--- src/rtl/serial_adder_ctrl_if.sv ---
// rtl/serial_adder_ctrl_if.sv - user-side start/busy/done handshake and operand/result bus
interface serial_adder_ctrl_if #(
    parameter int WIDTH = 8
) ();
    logic             start;
    logic [WIDTH-1:0] a;
    logic [WIDTH-1:0] b;
    logic             cin;
    logic             busy;
    logic             done;
    logic [WIDTH-1:0] sum;
    logic             cout;

    modport master (
        output start, a, b, cin,
        input  busy, done, sum, cout
    );

    modport slave (
        input  start, a, b, cin,
        output busy, done, sum, cout
    );
endinterface

--- src/rtl/serial_adder_ctrl.sv ---
// rtl/serial_adder_ctrl.sv - bit-serial adder controller driving one external full adder LSB-first
module serial_adder_ctrl #(
    parameter int WIDTH = 8
) (
    input  logic                clk,
    input  logic                rst,
    serial_adder_ctrl_if.slave  bus,
    output logic                fa_a,
    output logic                fa_b,
    output logic                fa_cin,
    input  logic                fa_sum,
    input  logic                fa_cout
);
    localparam int CNT_W = $clog2(WIDTH) + 1;

    typedef enum logic [1:0] {
        IDLE = 2'd0,
        RUN  = 2'd1,
        DONE = 2'd2
    } state_t;

    state_t           state;
    logic [WIDTH-1:0] a_sh;
    logic [WIDTH-1:0] b_sh;
    logic [WIDTH-1:0] sum_sh;
    logic             carry;
    logic [CNT_W-1:0] cnt;
    logic             busy_r;
    logic             done_r;
    logic [WIDTH-1:0] sum_r;
    logic             cout_r;

    // The full adder is combinational, so its outputs come back within the same cycle.
    assign fa_a   = (state == RUN) & a_sh[0];
    assign fa_b   = (state == RUN) & b_sh[0];
    assign fa_cin = (state == RUN) & carry;

    assign bus.busy = busy_r;
    assign bus.done = done_r;
    assign bus.sum  = sum_r;
    assign bus.cout = cout_r;

    always_ff @(posedge clk) begin
        if (rst) begin
            state  <= IDLE;
            a_sh   <= '0;
            b_sh   <= '0;
            sum_sh <= '0;
            carry  <= 1'b0;
            cnt    <= '0;
            busy_r <= 1'b0;
            done_r <= 1'b0;
            sum_r  <= '0;
            cout_r <= 1'b0;
        end else begin
            case (state)
                IDLE: begin
                    done_r <= 1'b0;
                    if (bus.start) begin
                        a_sh   <= bus.a;
                        b_sh   <= bus.b;
                        carry  <= bus.cin;
                        cnt    <= '0;
                        sum_sh <= '0;
                        busy_r <= 1'b1;
                        state  <= RUN;
                    end
                end
                RUN: begin
                    sum_sh <= {fa_sum, sum_sh[WIDTH-1:1]};
                    carry  <= fa_cout;
                    a_sh   <= a_sh >> 1;
                    b_sh   <= b_sh >> 1;
                    cnt    <= cnt + CNT_W'(1);
                    // Last bit: publish straight from the adder so the result lands with done.
                    if (cnt == CNT_W'(WIDTH - 1)) begin
                        sum_r  <= {fa_sum, sum_sh[WIDTH-1:1]};
                        cout_r <= fa_cout;
                        busy_r <= 1'b0;
                        done_r <= 1'b1;
                        state  <= DONE;
                    end
                end
                DONE: begin
                    done_r <= 1'b0;
                    state  <= IDLE;
                end
                default: begin
                    busy_r <= 1'b0;
                    done_r <= 1'b0;
                    state  <= IDLE;
                end
            endcase
        end
    end
endmodule

--- src/flat_wrapper.sv ---
// flat-port wrapper written by rule: the top's interface ports become plain ports
module serial_adder_ctrl_flat 
#(
    parameter int WIDTH = 8
)
  (clk, rst, fa_a, fa_b, fa_cin, fa_sum, fa_cout, bus_start, bus_a, bus_b, bus_cin, bus_busy, bus_done, bus_sum, bus_cout);
  serial_adder_ctrl_if #(.WIDTH(WIDTH)) bus_i ();
  input  logic clk;
  input  logic rst;
  output logic fa_a;
  output logic fa_b;
  output logic fa_cin;
  input  logic fa_sum;
  input  logic fa_cout;
  input wire logic [$bits(bus_i.start)-1:0] bus_start;
  input wire logic [$bits(bus_i.a)-1:0] bus_a;
  input wire logic [$bits(bus_i.b)-1:0] bus_b;
  input wire logic [$bits(bus_i.cin)-1:0] bus_cin;
  output wire logic [$bits(bus_i.busy)-1:0] bus_busy;
  output wire logic [$bits(bus_i.done)-1:0] bus_done;
  output wire logic [$bits(bus_i.sum)-1:0] bus_sum;
  output wire logic [$bits(bus_i.cout)-1:0] bus_cout;
  assign bus_i.start = bus_start;
  assign bus_i.a = bus_a;
  assign bus_i.b = bus_b;
  assign bus_i.cin = bus_cin;
  assign bus_busy = bus_i.busy;
  assign bus_done = bus_i.done;
  assign bus_sum = bus_i.sum;
  assign bus_cout = bus_i.cout;
  serial_adder_ctrl #(.WIDTH(WIDTH)) u_core (.clk(clk), .rst(rst), .bus(bus_i), .fa_a(fa_a), .fa_b(fa_b), .fa_cin(fa_cin), .fa_sum(fa_sum), .fa_cout(fa_cout));
endmodule
--- config.mk ---
export PLATFORM = sky130hd
export DESIGN_NAME = serial_adder_ctrl_flat
export DESIGN_NICKNAME = d
export VERILOG_FILES = /design/src/rtl/serial_adder_ctrl_if.sv /design/src/rtl/serial_adder_ctrl.sv /design/src/flat_wrapper.sv
export SDC_FILE = /design/constraint.sdc
export NUM_CORES = 1
export LEC_CHECK = 0
export BUFFER_PORTS_ARGS = -buffer_cell sky130_fd_sc_hd__buf_4
export CELL_PAD_IN_SITES_DETAIL_PLACEMENT = 1
export CELL_PAD_IN_SITES_GLOBAL_PLACEMENT = 1
export CORE_ASPECT_RATIO = 0.8
export CORE_MARGIN = 3
export CORE_UTILIZATION = 43
export DETAILED_ROUTE_END_ITERATION = 8
export PLACE_DENSITY_LB_ADDON = 0.1
export SLEW_MARGIN = 20
export SYNTH_ARGS = -nofsm -noshare
export SYNTH_HDL_FRONTEND = slang
export SYNTH_SLANG_ARGS = --single-unit
--- constraint.sdc ---
create_clock -name clk -period 2.75 [get_ports clk]
set_clock_uncertainty 0.05 [all_clocks]
set_input_delay 0.1375 -clock clk [delete_from_list [all_inputs] [get_ports clk]]
set_output_delay 0.1375 -clock clk [all_outputs]
set_load 0.01 [all_outputs]
Word-level counts from Yosys, hierarchy flattened --
Cells that the tools add are included.
Word-level totals: register bits after elaboration 42, input port bits 22, output and inout bits 14, word-level logic and storage cells 44
Cells by class: $add $sub $neg 1, equality and inequality tests 5, muxes and demuxes 16, bitwise logic cells 5, reductions and logical operators 7
Operators with widths (number):
- 8-bit one-hot mux with 2 select lines | 3
- 8-bit 2-to-1 mux | 3
- 4-bit one-hot mux with 2 select lines | 1
- 2-bit AND reduction | 3
- 4-bit by 1-bit adder with 4-bit output, second input constant | 1
- 4-bit by 3-bit equality test with 1-bit output, second input constant | 1
- 2-bit 2-to-1 mux | 2
- 4-bit 2-to-1 mux | 1
- 2-bit != test, second input constant | 2
- 2-bit one-hot mux with 2 select lines | 1
- 1-bit AND | 3
- 1-bit 2-to-1 mux | 3
- 1-bit one-hot mux with 3 select lines | 1
- 3-bit AND reduction | 1
- 2-bit by 1-bit equality test with 1-bit output, second input constant | 1
- 2-bit equality test, second input constant | 1
- 2-bit zero test | 1
- 1-bit NOT | 2
- 1-bit one-hot mux with 2 select lines | 1
- 2-bit nonzero test | 1
- 2-bit OR reduction | 1

Logic depth before layout (Yosys ltp) --
Gate-level depths: netlist of the first run.
depth after elaboration 3, depth in mapped cells 5, gate-level depth less buffers 4

Worst setup path after synthesis of the first run --
Ideal clock, no wire load.
path kind register to register, start point register u_core.cnt[0], end point register u_core.state[0], setup time 86 ps, data arrival time 1090 ps, data required time 2614 ps, path slack 1524 ps, cell stages (with the launch flop) 5, path buffers 1, period minus slack after synthesis 1226 ps, cells stage by stage dfxtp_1 ha_1 and3b_1 buf_2 a211oi_1
Between the ends: cells in the longest elaborated chain, start to end 3
RTL lines:
- start: declaration | RTL line serial_adder_ctrl.sv:27 | logic [CNT_W-1:0] cnt;
- start signal: assignment | RTL line serial_adder_ctrl.sv:74 | cnt <= cnt + CNT_W'(1);
- 4-bit by 3-bit equality test with 1-bit output | RTL line serial_adder_ctrl.sv:76 | if (cnt == CNT_W'(WIDTH - 1)) begin
- 2-bit != test (no source line)
- 2-bit AND reduction (no source line)
- end signal: assignment | RTL line serial_adder_ctrl.sv:81 | state <= DONE;
- end signal: assignment | RTL line serial_adder_ctrl.sv:86 | state <= IDLE;
- end signal: assignment | RTL line serial_adder_ctrl.sv:91 | state <= IDLE;
- end: declaration | RTL line serial_adder_ctrl.sv:22 | state_t state;
No other way between the ends. A chain may end at the register's enable or synchronous reset.

Worst setup path after layout of the first run --
start point register u_core.state[0], end point output port fa_b
Between the ends: cells in the longest elaborated chain, start to end 2
RTL lines:
- start signal: assignment | RTL line serial_adder_ctrl.sv:45 | state <= IDLE;
- start signal: assignment | RTL line serial_adder_ctrl.sv:66 | state <= RUN;
- start signal: assignment | RTL line serial_adder_ctrl.sv:81
- 2-bit by 1-bit equality test with 1-bit output | RTL line serial_adder_ctrl.sv:35 | assign fa_b = (state == RUN) & b_sh[0];
- 1-bit AND | RTL line serial_adder_ctrl.sv:35
- end: declaration | RTL line flat_wrapper.sv:11 | output logic fa_b;
No other way between the ends.

==> results of run 1 <==
final timing paths:
check	to	depth (start not counted)	slack, ns	from
min reg2reg	u_core.bus.sum[0]$_SDFFE_PP0P_	2	0.42	u_core.sum_sh[1]$_SDFFE_PP0P_
max	fa_b	3	0.57	u_core.state[0]$_SDFFE_PP0P_
min	u_core.b_sh[7]$_SDFFE_PP0P_	3	0.02	bus_b[7]
max reg2reg	u_core.a_sh[4]$_SDFFE_PP0P_	3	0.90	u_core.state[0]$_SDFFE_PP0P_
per-layer routing:
| metal | vias to the layer above | routed length (µm) | track usage [%] |
|---|---|---|---|
| li1 | 779 | - | - |
| met1 | 754 | 2080 | 25.8 |
| met2 | 37 | 2070 | 30.6 |
| met3 | 7 | 191 | 5.07 |
| met4 | 0 | 55 | 7.21 |
| met5 | - | 0 | 0 |
stage by stage:
step	power [µW]	setup slack, ns
final	1170	0.568
after global routing	1230	0.397
after CTS	1180	0.555
after detailed placement	794	0.898
after global placement	785	0.951
after floorplan	752	1.52
synthesized netlist by cell type, types with 3 or more instances:
library cell	instances
nor2_1	34
nand3_1	12
o2bb2ai_1	7
buf_2	3
or3b_1	7
a22oi_1	10
nand2b_1	9
clkbuf_1	6
nand2_1	4
and2_1	3
a21oi_1	19
buf_4	3
a211oi_1	9
o21ai_0	9
buf_6	4
dfxtp_1	41
nor3_1	9
cell type report:
type | instances | share of cell area [%]
multi-input combinational | 144 | 40.3
sequential | 41 | 39.1
timing repair buffer | 36 | 12.9
clock buffer | 5 | 3.28
tap | 55 | 3.28
clock inverter | 3 | 0.834
inverter | 2 | 0.357
worst max-delay path, stage by stage (launching register included):
cell	delay, ns
dfxtp_1	0.71
and2b_1	0.65
and2_1	0.23
buf_4	0.12
state kept, by name (all words and copies together) (netlist names):
signal,cells
u_core.a_sh,8
u_core.b_sh,8
u_core.bus.sum,8
u_core.sum_sh,7
u_core.cnt,4
u_core.state,2
u_core.bus.busy,1
u_core.bus.cout,1
u_core.bus.done,1
u_core.carry,1
power breakdown:
group	internal, µW	switching [µW]	total [µW]
Sequential	620	20.1	640
Combinational	64.1	73.9	138
Clock	175	216	391
Total	860	310	1170
logic make-up after synthesis:
group | after synthesis | share of synthesized area [%]
AOI/OAI and AO/OA | 60 | 22.7
adders and majority gates | 1 | 0.695
and+or+nand+nor | 83 | 23.7
buffers and inverters | 20 | 7.30
DFF | 41 | 45.6
==> out/metrics.csv, run 1 <==
stage,metric,value,unit
pwr,powerDensity,557,mW/mm²
floorplan,placeableCoreArea,0.00390,mm²
timing,finalSetupViolCount,0,
timing,drv_slew,0,
place,place_area,0.00201,mm²
finish,multi_input_area,847,µm²
finish,fin_area,0.00210,mm²
grt,track_usage,19.5,%
detailed_routing,wl_per_cell,15.4,µm
grt,grt-ovfl-total,0,
detailed_routing,via_per_inst,5.51,
critical_path,path_class,reg2out,
timing,worst_pin_slew,0.669,ns
synthesis,netlist_instances,205,
synthesis,synth_ff_type,dfxtp_1,
synthesis,synth_fp_nets,228,
detailed_routing,ant_nets,0,
synthesis,synth_top_area_share,45.6,%
clock_tree,cts_setup_buffers,0,
timing,fin_crit,2.18,ns
clock_tree,clock_latency,0.30,ns
timing,finalHoldWorstSlack,0.0199,ns
place,portBuffers,35,
floorplan,start_util,46.1,%
finish,final_cell_mix,"dfxtp_1, buf_4, nor2_1, a21oi_1, nand3_1",
finish,syn2layout_area_growth,16.8,%
place,placed_cells,278,
finish,register_area,821,µm²
detailed_routing,drc,0,
floorplan,io_pins,36,
synthesis,avgSynthCellArea,8.78,µm²
clock_tree,cts_resized,0,
detailed_routing,drt-total-wl,4390,µm
detailed_routing,drt_first_pass_iters,4,
critical_path,cp_max_fo,21,
floorplan,die-area,0.00500,mm²
synthesis,synth_edf_count,0,
clock_tree,htree_levels,2,
grt,antenna_found_initial,0,
floorplan,chipWidth,78.3,µm
synthesis,ys_warn_count,0,
critical_path,worst_setup_path_start_kind,register,
synthesis,ys_ff_latch,41,
floorplan,num_rows,20,
finish,nets,253,
synthesis,ys_types,32,
clock_tree,clock_path_buffers,2,
critical_path,crit_arrival,1.99,ns
critical_path,cp-end-kind,primary output,
timing,final.setup.tns,0,ns
timing,slew_headroom,55.4,%
job,cap_violations,0,
clock_tree,tritoncts,built,
synthesis,yosysSeqAreaShare,45.6,%
floorplan,die_height,63.9,µm
synthesis,async_flop_share,0,%
clock_tree,clockRootBuffer,clkbuf_8,
timing,hold_viol,0,
synthesis,synthTopCellsByArea,"dfxtp_1, nor2_1, a21oi_1",
detailed_routing,drtIter0Drc,90,
synthesis,syn_area,0.00180,mm²
run_status,status,finished clean,
timing,fmax,0.458,GHz
grt,grt_max_degree,42,
finish,layout-drive-gt1-share,20.3,%
worst_hold_path,min_path_type,in2reg,
pwr,irDropWorstVdd,0.000339,V
clock_tree,clkTransAtPathRegs,0.09,ns
place,place_congestion,0.770,
synthesis,synth_top_area_cell,dfxtp_1,
finish,final_common_cell,dfxtp_1,
finish,final_util,53.8,%
detailed_routing,vias,1577,
place,dp_hpwl,3010,µm
finish,diodes,0,
grt,grt_pass1_wl,7640,µm
timing,period_share,79.4,%
clock_tree,cts_buffers,5,
timing,grt_setup_unrepaired,false,
grt,grt_pass1_vias,1616,
finish,fill_cells,467,
clock_tree,holdBufCountCts,0,
critical_path,cp.required,2.56,ns
clock_tree,cts_sinks,41,
finish,fin_cells,286,
pwr,p_leak,0.000812,µW
Power figures use the tool's default switching activity.
==> inputs of run 2 (changes only) <==
--- a/config.mk
+++ b/config.mk
@@ -10,7 +10,7 @@
 export CELL_PAD_IN_SITES_GLOBAL_PLACEMENT = 1
 export CORE_ASPECT_RATIO = 0.8
 export CORE_MARGIN = 3
-export CORE_UTILIZATION = 43
+export CORE_UTILIZATION = 36
 export DETAILED_ROUTE_END_ITERATION = 8
 export PLACE_DENSITY_LB_ADDON = 0.1
 export SLEW_MARGIN = 20
==> constraint.sdc (replaced) <==
create_clock -name clk -period 1.79 [get_ports clk]
set_clock_uncertainty 0.05 [all_clocks]
set_input_delay 0.0895 -clock clk [delete_from_list [all_inputs] [get_ports clk]]
set_output_delay 0.0895 -clock clk [all_outputs]
set_load 0.01 [all_outputs]
==> out/metrics.csv, run 2 (synthesis results as in run 1) <==
stage,metric,value,unit,change
detailed_routing,drtIter0Drc,43,,-52%
clock_tree,clockRootBuffer,clkbuf_8,,
grt,grt_pass1_vias,1730,,+7.1%
clock_tree,clock_path_buffers,2,,unchanged
clock_tree,clkTransAtPathRegs,0.08,ns,about the same
floorplan,start_util,38.2,%,-7.9 points
critical_path,path_class,reg2reg,,
detailed_routing,drc,0,,unchanged
timing,period_share,85.8,%,
detailed_routing,ant_nets,0,,unchanged
critical_path,cp.required,1.91,ns,-0.65 ns
finish,fin_cells,298,,+4.2%
worst_hold_path,min_path_type,in2reg,,
detailed_routing,drt-total-wl,4600,µm,+4.7%
grt,antenna_found_initial,0,,unchanged
place,place_congestion,0.741,,-3.7%
timing,grt_setup_unrepaired,false,,
critical_path,crit_arrival,1.66,ns,-0.33 ns
grt,grt_pass1_wl,8080,µm,+5.8%
timing,fmax,0.651,GHz,
floorplan,placeableCoreArea,0.00471,mm²,+21%
place,place_ws,0.262,ns,-0.636 ns
timing,hold_viol,0,,unchanged
floorplan,die_height,69.2,µm,+8.4%
detailed_routing,drt_first_pass_iters,4,,unchanged
pwr,seq_power_share,49.1,%,-5.7 points
timing,fin_crit,1.54,ns,
clock_tree,cts_setup_buffers,0,,unchanged
critical_path,cp-end-kind,register,,
finish,fill_cells,537,,+15%
timing,final.setup.tns,0,ns,unchanged
critical_path,worst_setup_path_start_kind,register,,
timing,postLayoutSetupSlackWorst,0.255,ns,-0.313 ns
floorplan,die-area,0.00589,mm²,+18%
pwr,clkPwrFrac,39.1,%,+5.7 points
clock_tree,htree_levels,2,,unchanged
timing,worst_pin_slew,0.434,ns,-0.235 ns
detailed_routing,vias,1593,,+1.0%
timing,finalSetupViolCount,0,,unchanged
clock_tree,cts_buffers,5,,unchanged
finish,nets,260,,+2.8%
pwr,irDropWorstVdd,0.000510,V,+50%
pwr,p_comb_share,11.8,%,about the same
pwr,powerDensity,905,mW/mm²,+63%
grt,track_usage,16.7,%,-2.7 points
pwr,p_sw_share,23.7,%,-2.8 points
place,place_area,0.00206,mm²,+2.2%
place,dp_hpwl,3100,µm,+3.0%
pwr,p_switching,471,µW,+52%
clock_tree,tritoncts,built,,
pwr,p_int,1520,µW,+76%
floorplan,io_pins,36,,unchanged
grt,grt_max_degree,42,,unchanged
timing,slew_headroom,71.0,%,+16 points
clock_tree,clock_latency,0.30,ns,about the same
finish,diodes,0,,unchanged
finish,final_cell_mix,"buf_4, dfxtp_1, nor2_1, a21oi_1, nand3_1",,
finish,layout-drive-gt1-share,21.8,%,+1.5 points
job,cap_violations,0,,unchanged
run_status,status,finished clean,,
detailed_routing,wl_per_cell,15.4,µm,+0.47%
place,portBuffers,35,,unchanged
floorplan,chipWidth,85.0,µm,+8.6%
finish,register_area,821,µm²,unchanged
clock_tree,cts_sinks,41,,unchanged
finish,multi_input_area,848,µm²,+0.15%
place,placed_cells,288,,+3.6%
pwr,p_leak,0.000859,µW,+5.8%
finish,fin_area,0.00220,mm²,+4.5%
finish,syn2layout_area_growth,22.0,%,
timing,drv_slew,0,,unchanged
floorplan,num_rows,22,,+10%
critical_path,cp_max_fo,11,,-48%
grt,grt-ovfl-total,0,,unchanged
critical_path,r2r_slack,0.25,ns,-0.65 ns
detailed_routing,via_per_inst,5.35,,-3.1%
run 2: cell count changes in the layout (fill, tap and decap cells not counted), sizes merged:
cell | before | now
buf | 36 | 41
bufinv | 0 | 1
clkbuf | 5 | 7
clkinv | 4 | 2
clkinvlp | 1 | 0
dlygate4sd3 | 0 | 2
run 2: cell type report:
type	count	area share, %
timing repair buffer	43	14.9
sequential	41	37.4
tap	60	3.42
inverter	2	0.342
multi-input combinational	144	38.6
clock inverter	1	1.37
clock buffer	7	3.93
run 2: power groups by stage:
stage / sequential, µW / combinational (µW) / clock (µW)
2_1_floorplan: 992 / 163 / 0
3_3_place_gp: 995 / 223 / 0
3_5_place_dp: 998 / 232 / 0
4_1_cts: 977 / 237 / 794
5_1_grt: 983 / 266 / 827
6_report: 977 / 234 / 777
run 2: worst paths after layout:
path / startpoint / to / cells past startpoint
worst max-delay path: u_core.cnt[0]$_SDFFE_PP0P_ / u_core.bus.sum[7]$_SDFFE_PP0P_ / 4
worst min-delay path: bus_a[7] / u_core.a_sh[7]$_SDFFE_PP0P_ / 3
worst max register to register: u_core.cnt[0]$_SDFFE_PP0P_ / u_core.bus.sum[7]$_SDFFE_PP0P_ / 4
worst min register to register: u_core.bus.sum[5]$_SDFFE_PP0P_ / u_core.bus.sum[5]$_SDFFE_PP0P_ / 2
run 2: critical path: stages, from the launching register on:
cell and delay [ns]:
dfxtp_1 0.40, ha_1 0.23, nand3b_1 0.33, o21ai_0 0.30, a21oi_1 0.09
run 2: per-stage QoR:
stage	hold WS, ns	utilization (%)	total power, µW
final	0.00368	46.7	1990
after detailed placement	0.302	43.7	1230
after CTS	0.0000723	46.6	2010
after global placement	0.283	43.7	1220
after floorplan	0.187	-	1160
after global routing	0.0143	46.7	2080
run 2: layer usage:
layer  global-route usage (%)  share of wire [%]  up-vias
met5                        0                  0        -
met4                     5.27                1.4        0
met3                     4.04                3.5        7
met2                     28.2                 48       26
met1                     21.0                 47      776
li1                         -                  -      784
run 2: what timing repair did:
item                                    in CTS  in global routing
endpoints found under the setup margin       0                  3
hold endpoints to repair                     2                  0
resized for setup                            0                  1
hold buffers                                 2                  0
==> inputs of run 3 (changes only) <==
--- a/config.mk
+++ b/config.mk
@@ -5,6 +5,7 @@
 export SDC_FILE = /design/constraint.sdc
 export NUM_CORES = 1
 export LEC_CHECK = 0
+export ABC_CLOCK_PERIOD_IN_PS = 1790
 export BUFFER_PORTS_ARGS = -buffer_cell sky130_fd_sc_hd__buf_4
 export CELL_PAD_IN_SITES_DETAIL_PLACEMENT = 1
 export CELL_PAD_IN_SITES_GLOBAL_PLACEMENT = 1
@@ -12,7 +13,8 @@
 export CORE_MARGIN = 3
 export CORE_UTILIZATION = 36
 export DETAILED_ROUTE_END_ITERATION = 8
-export PLACE_DENSITY_LB_ADDON = 0.1
+export MAX_ROUTING_LAYER = met4
+export PLACE_DENSITY = 0.8
 export SLEW_MARGIN = 20
 export SYNTH_ARGS = -nofsm -noshare
 export SYNTH_HDL_FRONTEND = slang
==> out/metrics.csv, run 3 (synthesis results as in run 1) <==
stage,metric,value,unit,change
worst_hold_path,hp-start,bus_b[7],,
detailed_routing,wl_per_cell,14.6,µm,-5.2%
place,place_congestion,0.773,,+4.4%
grt,grt-ovfl-total,0,,unchanged
clock_tree,cts_sinks,41,,unchanged
timing,period_share,89.6,%,+3.8 points
critical_path,cp-startpoint,u_core.state[0]$_SDFFE_PP0P_,,
job,cap_violations,0,,unchanged
floorplan,start_util,38.2,%,unchanged
critical_path,endpoint,fa_b,,
finish,fill_cells,569,,+6.0%
detailed_routing,drtIter0Drc,60,,+40%
place,dp_hpwl,3030,µm,-2.2%
floorplan,chipWidth,85.0,µm,unchanged
finish,final_cell_mix,"buf_4, dfxtp_1, nor2_1, a21oi_1, nand3_1",,
timing,worst_pin_slew,0.448,ns,+0.0132 ns
clock_tree,clock_path_buffers,2,,unchanged
clock_tree,clkTransAtPathRegs,0.07,ns,about the same
timing,slew_headroom,70.1,%,-0.88 points
floorplan,die-area,0.00589,mm²,unchanged
detailed_routing,via_per_inst,5.33,,-0.21%
grt,antenna_found_initial,0,,unchanged
grt,grt_pass1_vias,1563,,-9.7%
pwr,p_leak,0.000846,µW,-1.5%
critical_path,r2r_end,u_core.bus.sum[7]$_SDFFE_PP0P_,,
critical_path,cp-end-kind,primary output,,
critical_path,crit_arrival,1.46,ns,-0.20 ns
critical_path,worstRegToRegCells,4,,unchanged
critical_path,r2r_start,u_core.cnt[0]$_SDFFE_PP0P_,,
pwr,irDropWorstVdd,0.000402,V,-21%
critical_path,crit_family,flip-flops,,
detailed_routing,ant_nets,0,,unchanged
timing,drv_slew,0,,unchanged
critical_path,r2r_slack,0.26,ns,about the same
critical_path,slowest_delay,0.57,ns,+0.17 ns
finish,fin_cells,296,,-0.67%
critical_path,worst_setup_path_start_kind,register,,
timing,finalSetupViolCount,0,,unchanged
timing,grt_setup_unrepaired,false,,
detailed_routing,vias,1579,,-0.88%
clock_tree,holdBufCountCts,1,,-1
critical_path,path_class,reg2out,,
timing,hold_viol,0,,unchanged
clock_tree,cts_setup_buffers,0,,unchanged
critical_path,critical_path_depth,3,,-1
clock_tree,cts_buffers,5,,unchanged
critical_path,worst-path-buf-inv,1,,+1
place,portBuffers,35,,unchanged
finish,nets,260,,unchanged
place,placed_cells,289,,+0.35%
timing,fin_crit,1.60,ns,+0.0678 ns
grt,track_usage,16.2,%,-0.51 points
grt,grt_pass1_wl,7520,µm,-6.9%
floorplan,die_height,69.2,µm,unchanged
clock_tree,tritoncts,built,,
clock_tree,clockRootBuffer,clkbuf_8,,
detailed_routing,drt-total-wl,4330,µm,-5.9%
timing,postLayoutSetupSlackWorst,0.187,ns,-0.0678 ns
finish,layout-drive-gt1-share,21.6,%,-0.24 points
floorplan,io_pins,36,,unchanged
critical_path,cp.required,1.65,ns,-0.26 ns
timing,final.setup.tns,0,ns,unchanged
floorplan,num_rows,22,,unchanged
floorplan,placeableCoreArea,0.00471,mm²,unchanged
grt,grt_max_degree,42,,unchanged
worst_hold_path,min_path_type,in2reg,,
place,place_ws,0.293,ns,+0.0309 ns
critical_path,cp_max_fo,10,,-1
critical_path,cpMaxStageDelayCell,dfxtp_1,,
clock_tree,clock_latency,0.29,ns,about the same
clock_tree,htree_levels,2,,unchanged
timing,fmax,0.624,GHz,-4.2%
run_status,status,finished clean,,
critical_path,worstPathCellList,"and2b_1, and2_1, buf_4",,
clock_tree,cts_resized,0,,unchanged
finish,syn2layout_area_growth,20.2,%,
finish,diodes,0,,unchanged
detailed_routing,drc,0,,unchanged
pwr,powerDensity,816,mW/mm²,-9.9%
detailed_routing,drt_first_pass_iters,4,,unchanged
[run 3: worst min-delay path by stage]
stage,to,slack [ns],cells past startpoint
2_1_floorplan,u_core.bus.cout$_SDFFE_PP0P_,0.19,2
3_3_place_gp,u_core.b_sh[7]$_SDFFE_PP0P_,0.29,3
3_5_place_dp,u_core.a_sh[7]$_SDFFE_PP0P_,0.30,3
4_1_cts,u_core.sum_sh[7]$_SDFFE_PP0P_,0.005,3
5_1_grt,u_core.b_sh[7]$_SDFFE_PP0P_,0.02,3
6_report,u_core.b_sh[7]$_SDFFE_PP0P_,0.004,3
[run 3: per-stage QoR]
stage / power, µW / util (%) / area [µm²] / hold slack (ns)
floorplan: 1160 / - / 1800 / 0.187
detailed placement: 1230 / 44.2 / 2080 / 0.298
global placement: 1220 / 44.2 / 2080 / 0.287
CTS: 1790 / 45.9 / 2160 / 0.00499
global route: 1860 / 45.9 / 2160 / 0.0232
finish: 1760 / 45.9 / 2160 / 0.00432
[run 3: worst reg2reg max path, cell delays in order, from the launching register on]
cell and delay, ns:
dfxtp_1 0.39, ha_1 0.23, nand3b_1 0.34, o21ai_0 0.29
a21oi_1 0.10
[run 3: power breakdown]
part | total, µW | switching (µW) | leakage (µW) | internal (µW)
clock | 556 | 300 | 0.0000399 | 257
sequential | 979 | 26.4 | 0.000335 | 953
combinational | 229 | 117 | 0.000471 | 111
[run 3: routing by layer]
metal,global-route usage (%),vias to the layer above,part of all wire [%]
li1,-,787,-
met1,21.1,753,48
met5,-,-,0
met4,6.33,0,1.6
met3,3.80,6,4.6
met2,24.4,33,46
[run 3: area by class of cell]
class                      count  area, µm²  area share [%]
clock inverter                 1       5.00           0.231
inverter                       2       7.51           0.347
clock buffer                   5       68.8            3.18
multi-input combinational    144        847            39.2
timing repair buffer          43        338            15.6
sequential                    41        821            38.0
tap                           60       75.1            3.47
